[src/rtl/serial_frame_pkg.sv]
`default_nettype none
// ============================================================================
// Package   : serial_frame_pkg
// Purpose   : Shared types and constants for the serial frame deserializer.
// Revision  : 1.0 - initial release
// ============================================================================
package serial_frame_pkg;

  localparam int DEFAULT_DATA_W = 8;

  // Line level while no frame is in flight, and the required stop-bit level.
  localparam logic IDLE_LEVEL = 1'b0;
  localparam logic STOP_LEVEL = 1'b0;

  typedef enum logic [1:0] {
    IDLE   = 2'd0,
    DATA   = 2'd1,
    PARITY = 2'd2,
    STOP   = 2'd3
  } state_t;

endpackage
`default_nettype wire

[src/rtl/serial_frame_deserializer_if.sv]
`default_nettype none
// ============================================================================
// Interface : serial_frame_deserializer_if
// Purpose   : Serial input, consumer handshake and status bundle.
// Revision  : 1.0 - initial release
// ============================================================================
interface serial_frame_deserializer_if
  import serial_frame_pkg::*;
#(
  parameter int DATA_W = DEFAULT_DATA_W
);
  logic              serial_in;
  logic              data_ready;
  logic [DATA_W-1:0] data_out;
  logic              data_valid;
  logic              parity_err;
  logic              frame_err;
  logic              overrun;
  logic              busy;

  // Upstream source / downstream consumer side.
  modport master (
    output serial_in, data_ready,
    input  data_out, data_valid, parity_err, frame_err, overrun, busy
  );

  // Deserializer side.
  modport slave (
    input  serial_in, data_ready,
    output data_out, data_valid, parity_err, frame_err, overrun, busy
  );
endinterface
`default_nettype wire

[src/rtl/frame_out_buffer.sv]
`default_nettype none
// ============================================================================
// Module    : frame_out_buffer
// Purpose   : One-word output holding register with valid/ready handshake.
//             A new word is loaded when the buffer is empty or being drained
//             on the same edge; otherwise it is dropped and overrun pulses.
// Revision  : 1.0 - initial release
// ============================================================================
module frame_out_buffer
  import serial_frame_pkg::*;
#(
  parameter int DATA_W = DEFAULT_DATA_W
) (
  input  logic              clk,
  input  logic              rst,
  input  logic              load,
  input  logic [DATA_W-1:0] word,
  input  logic              ready,
  output logic [DATA_W-1:0] data_out,
  output logic              data_valid,
  output logic              overrun
);

  // Handshake register: deliver, drop with overrun, or drain.
  always_ff @(posedge clk or posedge rst) begin
    if (rst) begin
      data_out   <= '0;
      data_valid <= 1'b0;
      overrun    <= 1'b0;
    end else begin
      overrun <= 1'b0;
      if (load) begin
        if (!data_valid || ready) begin
          data_out   <= word;
          data_valid <= 1'b1;
        end else begin
          overrun <= 1'b1;
        end
      end else if (data_valid && ready) begin
        data_valid <= 1'b0;
      end
    end
  end

endmodule
`default_nettype wire

[src/rtl/serial_frame_deserializer.sv]
`default_nettype none
// ============================================================================
// Module    : serial_frame_deserializer
// Purpose   : Receives start / DATA_W data (LSB first) / even parity / stop
//             frames, one bit per clock, and hands good words to a one-word
//             output buffer. Bad parity or stop bit discards the frame.
// Revision  : 1.0 - initial release
// ============================================================================
module serial_frame_deserializer
  import serial_frame_pkg::*;
#(
  parameter int DATA_W = DEFAULT_DATA_W
) (
  input  logic                        CLK,
  input  logic                        RST,
  serial_frame_deserializer_if.slave  bus
);

  localparam int CNT_W = (DATA_W > 1) ? $clog2(DATA_W) : 1;
  localparam logic [CNT_W-1:0] LAST_BIT = CNT_W'(DATA_W - 1);

  state_t            state;
  state_t            state_nxt;
  logic [CNT_W-1:0]  bit_cnt;
  logic [DATA_W-1:0] shreg;
  logic              par_mismatch;
  logic              stop_edge;
  logic              stop_ok;
  logic              good_frame;

  // State register.
  always_ff @(posedge CLK or posedge RST) begin
    if (RST) state <= IDLE;
    else     state <= state_nxt;
  end

  // Next-state logic; STOP always returns to IDLE so a new start bit can
  // follow on the very next edge.
  always_comb begin
    state_nxt = state;
    case (state)
      IDLE:    if (bus.serial_in != IDLE_LEVEL) state_nxt = DATA;
      DATA:    if (bit_cnt == LAST_BIT)         state_nxt = PARITY;
      PARITY:  state_nxt = STOP;
      STOP:    state_nxt = IDLE;
      default: state_nxt = IDLE;
    endcase
  end

  // Frame verdict, evaluated on the edge that samples the stop bit.
  always_comb begin
    stop_edge  = (state == STOP);
    stop_ok    = (bus.serial_in == STOP_LEVEL);
    good_frame = stop_edge && stop_ok && !par_mismatch;
  end

  // Bit counter, shift register, parity check and error pulses.
  always_ff @(posedge CLK or posedge RST) begin
    if (RST) begin
      bit_cnt        <= '0;
      shreg          <= '0;
      par_mismatch   <= 1'b0;
      bus.parity_err <= 1'b0;
      bus.frame_err  <= 1'b0;
    end else begin
      bus.parity_err <= 1'b0;
      bus.frame_err  <= 1'b0;
      case (state)
        IDLE: bit_cnt <= '0;
        DATA: begin
          shreg[bit_cnt] <= bus.serial_in;
          // Hold at the last index rather than wrapping.
          if (bit_cnt != LAST_BIT) bit_cnt <= bit_cnt + 1'b1;
        end
        PARITY: par_mismatch <= (^shreg) ^ bus.serial_in;
        STOP: begin
          // A bad stop bit takes precedence over a parity failure.
          bus.frame_err  <= !stop_ok;
          bus.parity_err <= stop_ok && par_mismatch;
        end
        default: bit_cnt <= '0;
      endcase
    end
  end

  assign bus.busy = (state != IDLE);

  frame_out_buffer #(
    .DATA_W (DATA_W)
  ) u_out_buf (
    .clk        (CLK),
    .rst        (RST),
    .load       (good_frame),
    .word       (shreg),
    .ready      (bus.data_ready),
    .data_out   (bus.data_out),
    .data_valid (bus.data_valid),
    .overrun    (bus.overrun)
  );

endmodule
`default_nettype wire

[src/flat_wrapper.sv]
// flat-port wrapper written by rule: the top's interface ports become plain ports
module serial_frame_deserializer_flat import serial_frame_pkg::*;
#(
  parameter int DATA_W = DEFAULT_DATA_W
)
  (CLK, RST, bus_serial_in, bus_data_ready, bus_data_out, bus_data_valid, bus_parity_err, bus_frame_err, bus_overrun, bus_busy);
  serial_frame_deserializer_if #(.DATA_W(DATA_W)) bus_i ();
  input  logic CLK;
  input  logic RST;
  input wire logic [$bits(bus_i.serial_in)-1:0] bus_serial_in;
  input wire logic [$bits(bus_i.data_ready)-1:0] bus_data_ready;
  output wire logic [$bits(bus_i.data_out)-1:0] bus_data_out;
  output wire logic [$bits(bus_i.data_valid)-1:0] bus_data_valid;
  output wire logic [$bits(bus_i.parity_err)-1:0] bus_parity_err;
  output wire logic [$bits(bus_i.frame_err)-1:0] bus_frame_err;
  output wire logic [$bits(bus_i.overrun)-1:0] bus_overrun;
  output wire logic [$bits(bus_i.busy)-1:0] bus_busy;
  assign bus_i.serial_in = bus_serial_in;
  assign bus_i.data_ready = bus_data_ready;
  assign bus_data_out = bus_i.data_out;
  assign bus_data_valid = bus_i.data_valid;
  assign bus_parity_err = bus_i.parity_err;
  assign bus_frame_err = bus_i.frame_err;
  assign bus_overrun = bus_i.overrun;
  assign bus_busy = bus_i.busy;
  serial_frame_deserializer #(.DATA_W(DATA_W)) u_core (.CLK(CLK), .RST(RST), .bus(bus_i));
endmodule
[config.mk]
export PLATFORM = sky130hd
export DESIGN_NAME = serial_frame_deserializer_flat
export DESIGN_NICKNAME = d
export VERILOG_FILES = /design/src/rtl/serial_frame_pkg.sv /design/src/rtl/serial_frame_deserializer_if.sv /design/src/rtl/frame_out_buffer.sv /design/src/rtl/serial_frame_deserializer.sv /design/src/flat_wrapper.sv
export SDC_FILE = /design/constraint.sdc
export NUM_CORES = 1
export LEC_CHECK = 0
export BUFFER_PORTS_ARGS = -buffer_cell sky130_fd_sc_hd__buf_4
export CAP_MARGIN = 10
export CORE_MARGIN = 2
export CORE_UTILIZATION = 42
export CTS_CLUSTER_SIZE = 8
export DETAILED_ROUTE_END_ITERATION = 8
export HOLD_SLACK_MARGIN = 0.06
export PLACE_DENSITY_LB_ADDON = 0.25
export SLEW_MARGIN = 20
export SYNTH_ARGS = -nofsm -noshare
export SYNTH_HDL_FRONTEND = slang
export SYNTH_SLANG_ARGS = --single-unit
[constraint.sdc]
create_clock -name CLK -period 2.8 [get_ports CLK]
set_clock_uncertainty 0.2 [all_clocks]
set_input_delay 0.42 -clock CLK [delete_from_list [all_inputs] [get_ports CLK]]
set_output_delay 0.42 -clock CLK [all_outputs]
set_load 0.02 [all_outputs]
Word-level counts from Yosys, hierarchy flattened
Index checks and enable logic that the tools add are counted.

Register bits after elaboration: 26. Input bits: 4. Output and inout port bits: 13. Word-level logic and storage cells: 55.

Add/sub/neg operators: 1. $lt $le $gt $ge: 2. Eq/ne operators: 9. Muxes and demuxes: 15. Bitwise logic cells: 2. Reduce and logical (&&, ||, !) cells: 17.

Operator list (count): 8-bit bitwise mux (1); 1-bit two-way mux (8); 2-bit case mux with 4 select lines (1); 2-bit AND reduction (4); 8-bit parity (1); 3-bit case mux with 2 select lines (1); 2-bit nonzero test (3); 1-bit logical AND (5); 2-bit equality test (second input constant) (2); 3-bit by 4-bit less-than comparator with 1-bit output (second input constant) (1); 2-bit two-way mux (2); 2-bit by 1-bit inequality test with 1-bit output (second input constant) (2); 2-bit inequality test (second input constant) (2); 3-bit by 1-bit adder with 3-bit output (second input constant) (1); 1-bit demux with 3-bit select (1); 3-bit equality test (second input constant) (1); 3-bit by 1-bit >= comparator with 1-bit output (second input constant) (1); 3-bit two-way mux (1); 3-bit inequality test (second input constant) (1); 2-bit by 1-bit equality test with 1-bit output (second input constant) (1); 1-bit zero test (2); 2-bit zero test (1); 1-bit logical OR (1); 1-bit inverter (1); 1-bit bitwise XOR (1).

Logic depth before layout (Yosys ltp)
Gate-level depths: netlist of the first run.

Depth after elaboration: 5. Gate-level depth with buffers: 6. Mapped depth without buffers: 6.

Modules after synthesis
A second synthesis of the first run with hierarchy kept.

Cell total of the unflattened synthesis: 98. Area total of the unflattened synthesis: 1249.9 µm².

By module, submodules not included: serial_frame_deserializer (times used 1, cells each 74, area each 839.6 µm², seq. area each 400.4 µm²); frame_out_buffer (times used 1, cells each 24, area each 410.4 µm², seq. area each 250.2 µm²).

Worst setup path before layout of the first run
OpenSTA, ideal clock, no wires.

Kind: flip-flop to flip-flop. From: reg u_core.state[1]. To: reg u_core.u_out_buf.data_out[0]. Library setup time: 0.125 ns. Data arrival time: 1.457 ns. Required time: 2.475 ns. Slack: 1.018 ns. Cell stages (with the launch flop): 6. Buffers on the path: 1. Period minus slack after synthesis: 1.782 ns. Path through: dfrtp_1 ha_1 or3b_4 nand2b_4 buf_6 mux2_4.

Word-level cells in the longest chain between the ends: 4.

Ends and longest elaborated chain: start, declared (line serial_frame_deserializer.sv:22) `state_t state;`; start signal, assigned (line serial_frame_deserializer.sv:34) `else state <= state_nxt;`; 2-bit equality test (line serial_frame_deserializer.sv:52) `stop_edge = (state == STOP);`; 1-bit logical AND (2 in series) (line serial_frame_deserializer.sv:54) `good_frame = stop_edge && stop_ok && !par_mismatch;`; 2-bit AND reduction (no line); end signal, assigned (line frame_out_buffer.sv:34) `data_out <= word;`; end, declared (line frame_out_buffer.sv:19) `output logic [DATA_W-1:0] data_out,`.

Every way passes these cells. A chain may end at the register's enable or synchronous reset.

Worst setup path in the final report of the first run
From: reg u_core.bit_cnt[1]. To: reg u_core.state[1].

Word-level cells in the longest chain between the ends: 3.

Ends and longest elaborated chain: start, declared (line serial_frame_deserializer.sv:24) `logic [CNT_W-1:0] bit_cnt;`; start signal, assigned (line serial_frame_deserializer.sv:73) `if (bit_cnt != LAST_BIT) bit_cnt <= bit_cnt + 1'b1;`; 3-bit equality test (line serial_frame_deserializer.sv:43) `DATA: if (bit_cnt == LAST_BIT) state_nxt = PARITY;`; 2-bit by 1-bit inequality test with 1-bit output (no line); 2-bit AND reduction (no line).

Every way passes these cells.

==> summary.txt, run 1 <==
Run status
  – Status: finished clean

CTS
  – CTS HTree Levels: 1
  – Post_cts resized: 0
  – CTS tree: yes
  – Setup bufs post-CTS: 0
  – CTS buffer count: 3
  – # hold bufs at CTS: 0
  – Sink Count: 26
  – Clk slew on worst S/H paths: between 100 and 150 ps
  – Worst skew pair latency: between 300 and 400 ps
  – CTS root buffer: clkbuf_4
  – CTS max path bufs: 2

Logic synthesis
  – Sequential-to-total area share from yosys stat: 50.3%
  – Synth Register Bits: 26
  – Synth Flop Type: dfrtp_1
  – Post-Synth Adder-Cell Area: 6.77%
  – Main combinational cell family by area after synthesis: multiplexers
  – Synth Warn #: 0
  – Syn Nets: about 110
  – Yosys top cell by area: dfrtp_1
  – Simple-gate area share of the yosys netlist: 10.5%
  – Post-synth top area share: 50.3%
  – Mux contribution to synthesized area: 19.5%
  – Ys async rst share: 100%
  – Synthesized area: 1290 µm²
  – Yosys cell types: 26
  – Synth Instances: 98
  – Synth Area in Compound Gates: 2.90%
  – Synth top area cells: dfrtp_1 50%, mux2_4 9.3%, mux2_2 8.7%
  – Most frequent cells after synthesis: 26 x dfrtp_1, 10 x mux2_2, 8 x mux2_4
  – Cell with the most instances after synthesis: dfrtp_1
  – Post-synth EDFFs: 0
  – Avg Cell Area, Syn: approximately 13 µm²
  – Xor-xnor portion of the synthesized cell area: 6.48%

Setup path
  – Worst setup endpoint: u_core.state[1]$_DFFE_PP0P_
  – Critical Path Start: u_core.bit_cnt[1]$_DFFE_PP0P_
  – Req. time, crit path: 2810 ps
  – R2R cell count: 4
  – Worst path depth: 4
  – Slowest CP cell: dfrtp_1
  – Critical-path cell list: ha_1 > ha_1 > o22ai_1 > mux2_2
  – Critical path buffers and inverters: 0
  – WP data arrival: 1950 ps
  – WS Path Type: reg -> reg
  – Startpoint types: register
  – Cell mode on critical path: ha_1
  – CP top delay family: flip-flops
  – RR Endpoint: u_core.state[1]$_DFFE_PP0P_
  – CP Max Fanout: 11
  – Critical path endpoint category: register
  – Reg-to-Reg Start: u_core.bit_cnt[1]$_DFFE_PP0P_
  – R2r setup slk: 860 ps
  – Slowest cell delay on critical path: 510 ps

Global routing
  – GRT Util Overall: between 10% and 20%
  – Global-route wire length before repair: 3470 µm
  – Remaining Overflow, GRT: 0
  – Largest net degree at the start of global routing: 27
  – Vias in the first global route: 779
  – Initial antenna violation count: 0

STA
  – Max Fclk: 0.514 GHz
  – Setup ws final: about 860 ps
  – Fin. Hold Viols: 0
  – Slew @ Worst Pin: 961 ps
  – Final worst path period share: 69.5%
  – Minimum clock period: ~1900 ps
  – Post-Route Setup TNS: 0 ps
  – Max Slew Vio Count: 0
  – Max-slew headroom: 35.9%
  – Hold_ws: 118 ps
  – Setup-failing EPs final: 0
  – RSZ-0062 raised after global routing: false

Drt
  – Uppermost layer routed: met4
  – Met2 WL: 925 µm
  – WL/cell: 13.2 µm
  – First-pass DRT Iterations: 2
  – Via count: about 760
  – Antenna-violating nets left: 0
  – M1 wire length: 916 µm
  – Total length of routed met3 wires: 51 µm
  – Drt total wl: roughly 1900 µm
  – DR DRC count: 0
  – Via density: about 5.2
  – DR iter-0 viols: 17

Placement
  – Buffers on Ports: 16
  – Place WS: 876 ps
  – Area post-placement: 1430 µm²
  – Gpl congestion: 0.813

Flow run
  – Max_cap viols: 0

Layout
  – Finished Cell Area: roughly 1500 µm²
  – Share of cells above drive strength 1: 38.1%
  – Area Growth Syn to Fin: 13.2%
  – Antenna fix cells: 0
  – Net count, final: 125
  – Final core utilization: approximately half

Power
  – PwrDens: 1220 nW/µm²
  – Leakage power: 0.718 nW
  – Worst vdd ir: 0.396 mV

Die
  – Std cell rows: 20
  – Initial core utilization: 43.1%
  – Die width: 59.5 µm
  – I/O Pins: 17
  – Core ar.: around 3000 µm²
  – Die H: 59.5 µm
  – Die footprint: 3540 µm²

Hold path
  – Hold Crit Class: in -> async
## registers in the layout, summed over array words and instances, names as in the netlist
signal	count
u_core.shreg	8
u_core.u_out_buf.data_out	8
u_core.bit_cnt	3
u_core.state	2
u_core.bus.frame_err	1
u_core.bus.parity_err	1
u_core.par_mismatch	1
u_core.u_out_buf.data_valid	1
u_core.u_out_buf.overrun	1
## worst register-to-register path: stages (launching register included)
cell and delay, ps:
dfrtp_1 510, ha_1 240, ha_1 250, o22ai_1 280, mux2_2 370
## worst min path at each step
stage                                        startpoint                                       end  cells after the start
2_1_floorplan                                       RST             u_core.bit_cnt[0]$_DFFE_PP0P_                      1
3_3_place_gp   u_core.u_out_buf.data_out[7]$_DFFE_PP0P_  u_core.u_out_buf.data_out[7]$_DFFE_PP0P_                      1
3_5_place_dp   u_core.u_out_buf.data_out[2]$_DFFE_PP0P_  u_core.u_out_buf.data_out[2]$_DFFE_PP0P_                      1
4_1_cts                                             RST  u_core.u_out_buf.data_out[0]$_DFFE_PP0P_                      2
5_1_grt                                             RST  u_core.u_out_buf.data_out[0]$_DFFE_PP0P_                      2
6_report                                            RST  u_core.u_out_buf.data_out[5]$_DFFE_PP0P_                      2
## layer usage
layer / vias up / global-route usage (%)
met2: 11 / 20.9
met3: 4 / 2.18
met4: 0 / 6.67
li1: 370 / -
met5: - / 0
met1: 374 / 17.1
## cells in the final DEF, fill, tap and decap left out
cell,netlist,routed
or3b_4,1,1
xor2_1,2,2
buf_4,0,16
nand4b_1,2,2
clkbuf_8,0,1
nor3b_1,2,2
ha_1,7,7
xnor2_1,5,5
mux2i_1,2,2
nand2b_4,1,1
and2_1,1,1
a21oi_1,1,1
inv_1,5,5
nor2_1,6,6
nand2_1,2,2
clkbuf_4,0,3
xnor3_1,1,1
mux2_4,8,8
nand2b_1,2,2
nor3_1,2,2
a31o_2,3,3
mux2_2,10,10
and3b_1,1,1
nand3_1,1,1
o22ai_1,1,1
nand4_1,1,1
dfrtp_1,26,26
## logic make-up after synthesis
family | after synthesis
AND/OR/NAND/NOR | 22
multiplexers | 20
adder cells (fa/ha/maj) | 7
XOR/XNOR | 8
AO/OA/AOI/OAI | 5
buffers and inverters | 10
flip-flops | 26
## layout make-up
cell class	instances	area (µm²)
Fill cell	276	1540
Sequential cell	26	651
Multi-Input combinational cell	62	598
Timing Repair Buffer	16	120
Tap cell	33	41.3
Clock buffer	4	36.3
Inverter	5	18.8
## power breakdown
| group | total, mW | switching, mW | internal [mW] | leakage [nW] |
|---|---|---|---|---|
| Clock | 0.183 | 0.103 | 0.0793 | 0.0210 |
| Sequential | 0.697 | 0.151 | 0.546 | 0.318 |
| Combinational | 0.907 | 0.386 | 0.521 | 0.379 |
| Total | 1.79 | 0.640 | 1.15 | 0.718 |
## stage by stage
step	total power, mW	cells
3_3_place_gp	1.59	142
2_1_floorplan	1.39	98
5_1_grt	1.94	146
3_5_place_dp	1.63	142
4_1_cts	1.82	146
6_report	1.79	146
Power figures use the tool's default switching activity.
==> run 2: changes to the inputs <==
Clock period 2.8 ns to 1.78 ns, I/O delays scaled along.
==> run 2 against run 1 <==
  * The flow now finishes with violations (setup timing)
  * Critical endpoint is now u_core.u_out_buf.data_out[4]$_DFFE_PP0P_
  * First-iteration DRC count is 53% lower
  * Worst hold slack worse by 37 ps
  * Power grew 87%
==> summary.txt, run 2 (synthesis gave the netlist of run 1 again) <==
Layout
  – Area of the multi-input gates: roughly 650 µm²
  – Share of cells above drive strength 1: 53.7%
  – Sequential Area: 651 µm²
  – Net count, final: 146
  – # fillers: 269
  – Antenna fix cells: 0
  – Most frequent cells in the layout: 32 x buf_4, 26 x dfrtp_1, 10 x mux2_2
  – Area Growth Syn to Fin: 32.0%
  – Largest regs: u_core.shreg: 8 flops, u_core.u_out_buf.data_out: 8 flops, u_core.bit_cnt: 3 flops
  – Commonest non-fill, non-tap cell in the layout: buf_4
  – Final core utilization: a little under three fifths

Run status
  – Violated checks: setup timing
  – Status: finished with violations

Power
  – PwrDens: 1960 nW/µm²
  – Worst vdd ir: 0.787 mV
  – Leakage power: 0.838 nW

Drt
  – DR iter-0 viols: 8
  – First-pass DRT Iterations: 2
  – DR DRC count: 0
  – WL/cell: about 13 µm
  – Via density: 4.96
  – Drt total wl: approximately 2200 µm
  – Antenna-violating nets left: 0
  – Via count: 828

STA
  – Final worst path period share: 102%
  – Setup-failing EPs final: 9
  – Hold_ws: 80.6 ps
  – Max Slew Vio Count: 0
  – Max-slew headroom: 78.4%
  – Max Fclk: 0.553 GHz
  – Setup ws final: -28.2 ps
  – RSZ-0062 raised after global routing: true
  – Fin. Hold Viols: 0
  – Minimum clock period: approximately 1800 ps
  – Slew @ Worst Pin: 323 ps

Die
  – I/O Pins: 17
  – Std cell rows: 20
  – Die width: a little under 60 µm
  – Core ar.: about 3000 µm²
  – Die H: 59.5 µm
  – Initial core utilization: 43.1%
  – Die footprint: between 3000 and 4000 µm²

Setup path
  – Critical Path Start: u_core.state[0]$_DFFE_PP0P_
  – Reg-to-Reg Start: u_core.state[0]$_DFFE_PP0P_
  – WS Path Type: reg -> reg
  – Req. time, crit path: 1800 ps
  – Critical path endpoint category: register
  – R2R cell count: 5
  – Startpoint types: register
  – WP data arrival: 1830 ps
  – CP Max Fanout: 8

Placement
  – DPL Wire Length: 1560 µm
  – Buffers on Ports: 16
  – Gpl congestion: 0.699

CTS
  – CTS root buffer: clkbuf_4
  – CTS max path bufs: 2
  – CTS buffer count: 3
  – Worst skew pair latency: about 330 ps
  – CTS HTree Levels: 1
  – Sink Count: 26
  – CTS tree: yes
  – Clk slew on worst S/H paths: between 100 and 150 ps

Global routing
  – Remaining Overflow, GRT: 0
  – Largest net degree at the start of global routing: 27
  – Global-route wire length before repair: 3810 µm
  – Initial antenna violation count: 0
  – GRT Util Overall: 14.2%
  – Vias in the first global route: 900

Hold path
  – Min-delay src: bus_data_ready
  – Hold depth: 3
  – Hold Crit Class: in -> reg

Flow run
  – Max_cap viols: 0
run 2: layout make-up:
type                            count  area share, %
Clock buffer                        3           1.32
Multi-Input combinational cell     62           37.9
Inverter                            5           1.25
Sequential cell                    26           38.1
Tap cell                           33           2.42
Clock inverter                      1           1.76
Timing Repair Buffer               37           17.3
run 2: timing repair:
action | 4_1_cts | 5_1_grt
buffers inserted | 3 | 3
hold buffers | 1 | 0
setup endpoints to repair | 5 | 12
resized for setup | 11 | 5
endpoints found under the hold margin | 26 | 0
pin swaps | 0 | 1
run 2: worst max-delay path, cell delays in order, from the launching register on:
cell	delay (ps)
dfrtp_1	390
buf_6	110
ha_4	120
or3b_4	370
nand2b_4	210
mux2_4	310
run 2: path summary, 6_finish.rpt:
| check | to | slack (ps) |
|---|---|---|
| max in group asynchronous | u_core.shreg[3]$_DFFE_PP0P_ | 800 |
| setup reg to reg | u_core.u_out_buf.data_out[4]$_DFFE_PP0P_ | -30 |
| hold / removal | u_core.u_out_buf.overrun$_DFF_PP0_ | 80 |
| min in group asynchronous | u_core.u_out_buf.data_out[5]$_DFFE_PP0P_ | 320 |
| hold reg to reg | u_core.u_out_buf.data_out[4]$_DFFE_PP0P_ | 330 |
| setup / recovery | u_core.u_out_buf.data_out[4]$_DFFE_PP0P_ | -30 |
run 2: per-layer routing:
metal | GRT usage [%] | vias up | wire, µm
met5 | 0 | - | 0
met3 | 2.62 | 4 | 54
met4 | 5.71 | 0 | 25
li1 | - | 406 | -
met2 | 25.7 | 11 | 1150
met1 | 16.3 | 407 | 931
run 2: power breakdown:
part / total [mW] / internal, mW / switching (mW) / leakage [nW]
logic: 1.88 / 1.12 / 0.758 / 0.492
clock network: 0.409 / 0.228 / 0.181 / 0.0279
registers: 1.06 / 0.859 / 0.201 / 0.318
total: 3.34 / 2.20 / 1.14 / 0.838
run 2: per-stage QoR:
stage / setup slack [ps] / total power, mW / cells / area [µm²] / TNS [ps]
after floorplan: -1.72 / 2.18 / 98 / 1290 / -13.8
after global placement: 42.7 / 2.67 / 156 / 1530 / 0
after detailed placement: -6.33 / 2.73 / 156 / 1530 / -8.58
after CTS: -29.8 / 3.28 / 164 / 1660 / -157
after global routing: -96.9 / 3.62 / 167 / 1710 / -755
final: -28.2 / 3.34 / 167 / 1710 / -176
==> run 3: changes to the inputs <==
Settings changed: CTS_CLUSTER_DIAMETER from default to 80.
Clock period 1.78 ns to 1.6 ns, I/O delays scaled along.
==> run 3 against run 2 <==
  * The flow still finishes with violations (setup timing)
  * Worst hold slack improved by 68 ps
  * Combinational power increased by 50%
  * Cell count increased by 7.8%
  * Die area unchanged
==> summary.txt, run 3 (synthesis gave the netlist of run 1 again) <==
STA
  – Final worst path period share: 116%
  – Max Fclk: approximately 0.54 GHz
  – Hold_ws: about 150 ps
  – RSZ-0062 raised after global routing: true
  – Setup-failing EPs final: 20
  – Setup ws final: -258 ps
  – Max Slew Vio Count: 0
  – Fin. Hold Viols: 0
  – Max-slew headroom: between 70% and 80%
  – Minimum clock period: 1860 ps
  – Slew @ Worst Pin: about 330 ps

CTS
  – Clk slew on worst S/H paths: approximately 140 ps
  – CTS HTree Levels: 1
  – CTS buffer count: 3
  – CTS root buffer: clkbuf_4
  – CTS tree: yes
  – Sink Count: 26
  – Worst skew pair latency: 320 ps
  – CTS max path bufs: 2

Layout
  – Commonest non-fill, non-tap cell in the layout: buf_4
  – Finished Cell Area: around 2000 µm²
  – Largest regs: u_core.shreg: 8 flops, u_core.u_out_buf.data_out: 8 flops, u_core.bit_cnt: 3 flops
  – Antenna fix cells: 0
  – Share of cells above drive strength 1: 63.9%
  – Final core utilization: 66.1%
  – Net count, final: ~160
  – Most frequent cells in the layout: 33 x buf_4, 26 x dfrtp_1, 17 x mux2_4
  – Area Growth Syn to Fin: 53.4%

Power
  – Clock Power Share: 7.8%
  – Switch share: 35.9%
  – Leakage power: approximately 0.96 nW
  – PwrDens: between 2000 and 2500 nW/µm²
  – Combinational share of power: 65.0%
  – Sw Pwr: 1.56 mW
  – Worst vdd ir: between 1 and 1.5 mV
  – Internal power: about 2.8 mW
  – Sequential share of power: 27.2%

Placement
  – DPL Wire Length: 1710 µm
  – Buffers on Ports: 16
  – Gpl congestion: 0.691
  – Area post-placement: about 1600 µm²

Drt
  – Via density: 4.99
  – WL/cell: 15.0 µm
  – DR iter-0 viols: 13
  – Antenna-violating nets left: 0
  – DR DRC count: 0
  – Drt total wl: 2700 µm
  – First-pass DRT Iterations: 4
  – Via count: 898

Die
  – I/O Pins: 17
  – Die H: 59.5 µm
  – Die width: 59.5 µm
  – Core ar.: 3000 µm²
  – Std cell rows: 20
  – Initial core utilization: 43.1%
  – Die footprint: 3540 µm²

Setup path
  – WS Path Type: reg -> reg
  – Req. time, crit path: 1630 ps
  – R2R cell count: 5
  – CP Max Fanout: 8
  – Startpoint types: register
  – WP data arrival: 1890 ps
  – Critical path endpoint category: register

Global routing
  – GRT Util Overall: 15.6%
  – Largest net degree at the start of global routing: 27
  – Global-route wire length before repair: 4080 µm
  – Initial antenna violation count: 0
  – Vias in the first global route: just over 900
  – Remaining Overflow, GRT: 0

Run status
  – Status: finished with violations
  – Violated checks: setup timing

Hold path
  – Hold Crit Class: in -> reg
  – Hold depth: 5

Flow run
  – Max_cap viols: 0
## run 3: stage by stage
step | TNS, ps | setup WS, ps | instances | total power, mW
after floorplan | -1660 | -182 | 98 | 2.46
after global placement | -1400 | -128 | 165 | 3.13
after detailed placement | -1880 | -164 | 165 | 3.22
after CTS | -2400 | -252 | 174 | 3.88
after global routing | -4250 | -305 | 180 | 4.60
final | -2900 | -258 | 180 | 4.34
## run 3: repair_timing
| action | in CTS | in global routing |
|---|---|---|
| hold endpoints to repair | 28 | 0 |
| endpoints found under the setup margin | 19 | 23 |
| setup buffers | 3 | 6 |
| gates resized for setup | 27 | 27 |
| pin swaps | 7 | 5 |
| hold buffers | 2 | 0 |
## run 3: power by group through the flow
stage	Clock [mW]	Sequential [mW]	Combinational, mW
after floorplan	0	1.29	1.16
after global placement	0	1.15	1.98
after detailed placement	0	1.17	2.05
after CTS	0.346	1.17	2.37
after global routing	0.365	1.22	3.02
final	0.339	1.18	2.82
## run 3: layout make-up
cell class	instances	area, µm²
fill	223	1020
multi-input combinational	62	793
sequential	26	651
timing repair buffer	50	437
tap	33	41.3
clock buffer	4	36.3
inverter	5	26.3
## run 3: path summary, 6_finish.rpt
kind	from	to	slack [ps]
setup / recovery	u_core.state[1]$_DFFE_PP0P_	u_core.u_out_buf.data_out[5]$_DFFE_PP0P_	-260
hold / removal	bus_serial_in	u_core.u_out_buf.overrun$_DFF_PP0_	150
setup reg to reg	u_core.state[1]$_DFFE_PP0P_	u_core.u_out_buf.data_out[5]$_DFFE_PP0P_	-260
hold reg to reg	u_core.u_out_buf.data_out[3]$_DFFE_PP0P_	u_core.u_out_buf.data_out[3]$_DFFE_PP0P_	330
max in group asynchronous	RST	u_core.shreg[2]$_DFFE_PP0P_	650
min in group asynchronous	RST	u_core.u_out_buf.overrun$_DFF_PP0_	310
## run 3: metal layers
metal  track usage (%)  part of all wire, %  vias to the layer above
met5                 0                    0                        -
met4              6.67                  1.4                        0
met3              1.97                  2.0                        4
met2              27.9                   55                       12
met1              18.5                   41                      451
li1                  -                    -                      431
## run 3: worst max-delay path, cell delays in order, from the launching register on
cell and delay [ps]:
dfrtp_1 420, buf_6 120, ha_4 120, or3b_4 370
nand2b_4 210, mux2_4 320
